## src/rtl/lif_accumulator_pkg.sv

```systemverilog
`timescale 1ns/1ps
`default_nettype none
// ============================================================================
// Module  : lif_accumulator_pkg
// Purpose : Shared definitions for the leaky integrate-and-fire stage.
//           - lif_state_e : FSM state encodings (ST_INTEG / ST_REFRAC)
//           - cnt_width() : width of the refractory down-counter
// Revision: 1.0  initial release
// ============================================================================
package lif_accumulator_pkg;

    typedef enum logic [0:0] {
        ST_INTEG  = 1'b0,
        ST_REFRAC = 1'b1
    } lif_state_e;

    // Bits needed to hold values 0..refrac_cyc. The result is clamped to at
    // least 1 so that a zero refractory period still gives a legal vector.
    function automatic int cnt_width(input int refrac_cyc);
        if (refrac_cyc < 1) begin
            return 1;
        end
        return $clog2(refrac_cyc + 1);
    endfunction

endpackage : lif_accumulator_pkg
`default_nettype wire

```

## src/rtl/lif_accumulator_adder.sv

```systemverilog
`timescale 1ns/1ps
`default_nettype none
// ============================================================================
// Module  : nbit_adder
// Purpose : Unsigned n-bit ripple-carry adder with carry-out.
// Ports   : a   [n-1:0] in   first operand
//           b   [n-1:0] in   second operand
//           sum [n:0]   out  a + b, sum[n] is the carry-out
// Revision: 1.0  initial release
// ============================================================================
module nbit_adder #(
    parameter int n = 4
) (
    input  logic [n-1:0] a,
    input  logic [n-1:0] b,
    output logic [n:0]   sum
);

    logic [n:0] w_carry;

    assign w_carry[0] = 1'b0;

    for (genvar i = 0; i < n; i++) begin : g_bit
        assign sum[i]       = a[i] ^ b[i] ^ w_carry[i];
        assign w_carry[i+1] = (a[i] & b[i]) | (w_carry[i] & (a[i] ^ b[i]));
    end

    assign sum[n] = w_carry[n];

endmodule : nbit_adder
`default_nettype wire

```

## src/rtl/lif_accumulator.sv

```systemverilog
`timescale 1ns/1ps
`default_nettype none
// ============================================================================
// Module  : lif_accumulator
// Purpose : Leaky integrate-and-fire membrane stage. Weighted events arrive on
//           a valid/ready handshake and are added (saturating) to the membrane
//           register; leak_tick subtracts membrane>>LEAK_SHIFT; crossing the
//           threshold fires a one-cycle spike, clears the membrane and holds
//           off input for REFRAC_CYC cycles.
// Ports   : clk        in   1        rising-edge clock
//           rst_n      in   1        asynchronous active-low reset
//           in_valid   in   1        input weight valid
//           in_ready   out  1        weight can be accepted this cycle
//           in_weight  in   WIDTH    unsigned weight
//           leak_tick  in   1        one-cycle leak request
//           threshold  in   WIDTH+1  fire level (> 2^WIDTH-1 disables firing)
//           membrane   out  WIDTH    registered membrane potential
//           spike      out  1        registered one-cycle fire pulse
//           refrac     out  1        high while refractory
// Revision: 1.0  initial release
// ============================================================================
module lif_accumulator
    import lif_accumulator_pkg::*;
#(
    parameter int WIDTH      = 4,
    parameter int LEAK_SHIFT = 2,
    parameter int REFRAC_CYC = 2
) (
    input  logic             clk,
    input  logic             rst_n,
    input  logic             in_valid,
    output logic             in_ready,
    input  logic [WIDTH-1:0] in_weight,
    input  logic             leak_tick,
    input  logic [WIDTH:0]   threshold,
    output logic [WIDTH-1:0] membrane,
    output logic             spike,
    output logic             refrac
);

    localparam int               C_CNT_W  = cnt_width(REFRAC_CYC);
    localparam logic [C_CNT_W-1:0] C_REFRAC = C_CNT_W'(REFRAC_CYC);
    localparam logic [WIDTH-1:0] C_MAX    = '1;

    lif_state_e         state_q, state_d;
    logic [C_CNT_W-1:0] count_q, count_d;
    logic [WIDTH-1:0]   membrane_q, membrane_d;
    logic               spike_q, spike_d;
    logic               leak_pending_q, leak_pending_d;

    logic [WIDTH:0]     w_sum;
    logic [WIDTH-1:0]   w_sat;
    logic [WIDTH-1:0]   w_leaked;
    logic               w_transfer;
    logic               w_fire;

    nbit_adder #(.n(WIDTH)) u_adder (
        .a   (membrane_q),
        .b   (in_weight),
        .sum (w_sum)
    );

    assign w_sat      = w_sum[WIDTH] ? C_MAX : w_sum[WIDTH-1:0];
    // Subtracting a right-shifted copy of itself can never underflow.
    assign w_leaked   = membrane_q - (membrane_q >> LEAK_SHIFT);

    // in_ready is purely combinational from state, so it reads 1 while reset
    // is asserted; transfers are still blocked because the flops are held.
    assign in_ready   = (state_q == ST_INTEG) && !leak_pending_q;
    assign w_transfer = in_valid && in_ready;
    assign w_fire     = w_transfer && ({1'b0, w_sat} >= threshold);

    always_comb begin
        state_d        = state_q;
        count_d        = count_q;
        membrane_d     = membrane_q;
        spike_d        = 1'b0;
        leak_pending_d = leak_pending_q;

        unique case (state_q)
            ST_INTEG: begin
                if (w_fire) begin
                    membrane_d     = '0;
                    spike_d        = 1'b1;
                    leak_pending_d = 1'b0;
                    if (REFRAC_CYC > 0) begin
                        state_d = ST_REFRAC;
                        count_d = C_REFRAC;
                    end
                end else if (w_transfer) begin
                    membrane_d = w_sat;
                    // The adder is busy with the weight; defer the leak one cycle.
                    if (leak_tick) begin
                        leak_pending_d = 1'b1;
                    end
                end else if (leak_pending_q) begin
                    // A tick arriving now merges with the deferred one.
                    membrane_d     = w_leaked;
                    leak_pending_d = 1'b0;
                end else if (leak_tick) begin
                    membrane_d = w_leaked;
                end
            end

            ST_REFRAC: begin
                membrane_d = '0;
                count_d    = count_q - 1'b1;
                if (count_q == C_CNT_W'(1)) begin
                    state_d = ST_INTEG;
                end
            end

            default: begin
                state_d = ST_INTEG;
            end
        endcase
    end

    always_ff @(posedge clk or negedge rst_n) begin
        if (!rst_n) begin
            state_q        <= ST_INTEG;
            count_q        <= '0;
            membrane_q     <= '0;
            spike_q        <= 1'b0;
            leak_pending_q <= 1'b0;
        end else begin
            state_q        <= state_d;
            count_q        <= count_d;
            membrane_q     <= membrane_d;
            spike_q        <= spike_d;
            leak_pending_q <= leak_pending_d;
        end
    end

    assign membrane = membrane_q;
    assign spike    = spike_q;
    assign refrac   = (state_q == ST_REFRAC);

endmodule : lif_accumulator
`default_nettype wire

```

## config.mk

```make
export PLATFORM = sky130hd
export DESIGN_NAME = lif_accumulator
export DESIGN_NICKNAME = d
export VERILOG_FILES = /design/src/rtl/lif_accumulator_pkg.sv /design/src/rtl/lif_accumulator_adder.sv /design/src/rtl/lif_accumulator.sv
export SDC_FILE = /design/constraint.sdc
export NUM_CORES = 1
export LEC_CHECK = 0
export CAP_MARGIN = 10
export CORE_MARGIN = 2
export CORE_UTILIZATION = 54
export CTS_BUF_LIST = sky130_fd_sc_hd__clkbuf_8
export DETAILED_ROUTE_END_ITERATION = 8
export MAX_ROUTING_LAYER = met4
export PLACE_DENSITY_LB_ADDON = 0.2
export SYNTH_ARGS = -nofsm -noshare
export SYNTH_HDL_FRONTEND = slang
export SYNTH_SLANG_ARGS = --single-unit
```

## constraint.sdc

```tcl
create_clock -name clk -period 7.18 [get_ports clk]
set_input_delay 1.436 -clock clk [delete_from_list [all_inputs] [get_ports clk]]
set_output_delay 1.436 -clock clk [all_outputs]
set_load 0.02 [all_outputs]
```

==> flow_metrics.env <==
export IMPL_layoutNonFillerInstCount=120
export IMPL_seq_area_um2=225
export IMPL_wl_met1_um=754
export IMPL_cts_tree="yes"
export IMPL_worstReg2RegStart="membrane[0]"
export IMPL_clock_sinks=9
export IMPL_ys_seq_area_frac=0.280
export IMPL_worst_clock_skew_ps=6.74
export IMPL_drv_slew=0
export IMPL_cp_required_ps=7270
export IMPL_drive_above_1_share=0.0762
export IMPL_swShare=0.445
export IMPL_highest_layer="met4"
export IMPL_final_cell_mix="19 x clkdlybuf4s50_1, 18 x inv_1, 9 x nor2_1, 9 x dfrtp_1, 8 x ha_1"
export IMPL_end_kind="register"
export IMPL_ys_types=32
export IMPL_clockRootBuffer="clkbuf_8"
export IMPL_grt_max_degree=12
export IMPL_place_gp_congestion=0.835
export IMPL_routed_wl_um=1720
export IMPL_ant_nets=0
export IMPL_synthFlopType="dfrtp_1"
export IMPL_port_buffer_count=19
export IMPL_synth_async_reset_ratio=1.00
export IMPL_vias_per_cell=5.51
export IMPL_wl_per_cell_um=14.4
export IMPL_placed_cells=116
export IMPL_areaGrowthSynthToFinish_pct=28.8
export IMPL_reg2reg_to="leak_pending_q"
export IMPL_cap_violations=0
export IMPL_grt_antenna_before_repair=0
export IMPL_timing_fmax_mhz=225
export IMPL_met2WireLength_um=876
export IMPL_core_area_um2=1350
export IMPL_tightest_slew_ps=421
export IMPL_power_internal_uw=252
export IMPL_htreeDepth=1
export IMPL_comb_power_share=0.649
export IMPL_fp_dieW_um=42.6
export IMPL_vdd_ir_drop_max_mv=0.221
export IMPL_dp_hpwl_um=1410
export IMPL_globalRouteTotalUtil=0.241
export IMPL_startpoint_type="primary input"
export IMPL_n_fill_cell=108
export IMPL_clkPwrFrac=0.122
export IMPL_grt_remaining_overflow=0
export IMPL_worst_hold_startpoint="count_q[1]"
export IMPL_hold_path_endpoint="count_q[1]"
export IMPL_syn_area_um2=805
export IMPL_die_h_um=42.6
export IMPL_rsz0062_at_grt="no"
export IMPL_dr_total_vias=661
export IMPL_hold_depth=1
export IMPL_syn_inst=84
export IMPL_clkLatencyLatePin_ps=230
export IMPL_initial_core_util=0.596
export IMPL_hold_violations=0
export IMPL_tns_ps=0
export IMPL_worstHoldPathType="register to register"
export IMPL_setup_violations=0
export IMPL_switchingPower_uw=203
export IMPL_relSlewSlack=0.717
export IMPL_drc=0
export IMPL_layout_nets=131
export IMPL_timing_final_crit_share=0.619
export IMPL_crit_arrival_ps=4530
export IMPL_final_common_cell="clkdlybuf4s50_1"
export IMPL_status="finished clean"
export IMPL_cts_setup_buffers=0
export IMPL_grt_pass1_wl_um=3150
export IMPL_drt_first_pass_iters=4
export IMPL_cts_path_max_buffers=2
export IMPL_cp_max_fo=4
export IMPL_p_leak_nw=0.474
export IMPL_multi_input_area_um2=493
export IMPL_seqPwrFrac=0.230
export IMPL_fin_crit_ps=4440
export IMPL_cts_hold_buf=0
export IMPL_clk_pin_slew_worst_paths_ps=40
export IMPL_power_density_nw_per_um2=439
export IMPL_synth_warnings=0
export IMPL_dieArea_um2=1810
export IMPL_antennaDiodeCount=0
export IMPL_ctsResizeCount=0
export IMPL_avgSynthCellArea_um2=9.58
export IMPL_synth_edf_count=0
export IMPL_ys_seq_elements=9
export IMPL_fp_row_count=13
export IMPL_grt_pass1_vias=715
export IMPL_ff2ff_path_depth=12
export IMPL_reg2reg_slack_ps=3950
export IMPL_synthesis_nets=109
export IMPL_io_pins=20
export IMPL_path_class="primary input to register"
export IMPL_met3WireLength_um=80
export IMPL_cts_buffers=3
export IMPL_drtIter0Drc=11
layer usage:
layer,global-route usage,vias to the layer above
met5,-,-
met4,0.0500,0
met3,0.0690,3
met2,0.400,18
met1,0.293,310
li1,-,330
stage by stage:
stage          hold WS [ps]  setup slack [ps]  area [um2]  total power, mW  utilization
2_1_floorplan           473              3150         805            0.316            -
3_3_place_gp            484              2620         991            0.383        0.734
3_5_place_dp            496              2470         991            0.396        0.734
4_1_cts                 505              2740        1040            0.458        0.767
5_1_grt                 525              2500        1040            0.501        0.767
6_report                506              2740        1040            0.455        0.767
cell usage after synthesis (all sizes together) (2+ instances only):
master / count / area (um2)
nor2: 9 / 33.8
nand2b: 2 / 20.0
a21oi: 4 / 20.0
nor4b: 2 / 32.5
o21ai: 5 / 25.0
dfrtp: 9 / 225
buf: 2 / 22.5
nand2: 3 / 11.3
ha: 8 / 100
inv: 17 / 63.8
fa: 4 / 80.1
kinds of logic (layout without fill, tap and decap cells):
family | Yosys count | count (layout) | share of synthesized area
compound gates | 23 | 23 | 0.219
buf+inv | 19 | 40 | 0.107
simple gates | 19 | 19 | 0.146
fa+ha+maj | 12 | 12 | 0.224
mux | 1 | 1 | 0.0124
flops | 9 | 9 | 0.280
xor+xnor | 1 | 1 | 0.0109
worst max-delay path by stage:
stage / start / end / slack (ps)
2_1_floorplan: in_weight[0] / membrane[0] / 3150
3_3_place_gp: in_weight[0] / count_q[1] / 2620
6_report: in_weight[0] / leak_pending_q / 2740
5_1_grt: in_weight[0] / leak_pending_q / 2500
4_1_cts: in_weight[0] / leak_pending_q / 2740
3_5_place_dp: in_weight[0] / leak_pending_q / 2470
registers in the layout, indices dropped and copies added, names as in the netlist:
signal	cells
membrane	4
count_q	2
leak_pending_q	1
refrac	1
spike	1
power groups by stage:
stage / Clock (mW) / Sequential, mW / Combinational [mW]
floorplan: 0 / 0.108 / 0.208
global placement: 0 / 0.104 / 0.279
detailed placement: 0 / 0.105 / 0.290
CTS: 0.0565 / 0.105 / 0.297
global route: 0.0609 / 0.108 / 0.331
finish: 0.0554 / 0.104 / 0.295
area by class of cell:
cell class	instances	share of cell area
Clock buffer	3	0.0399
Clock inverter	1	0.00362
Inverter	17	0.0616
Multi-Input combinational cell	56	0.476
Sequential cell	9	0.217
Tap cell	15	0.0181
Timing Repair Buffer	19	0.184
worst max-delay path: stages:
cell and delay, ps:
clkdlybuf4s50_1 410, ha_1 200, inv_1 70, fa_1 160
inv_1 50, fa_1 370, fa_1 420, or2_2 330
ha_1 320, o21a_1 130, nor2_1 70, o31ai_1 420
o21ai_0 150
Power figures use the tool's default switching activity.
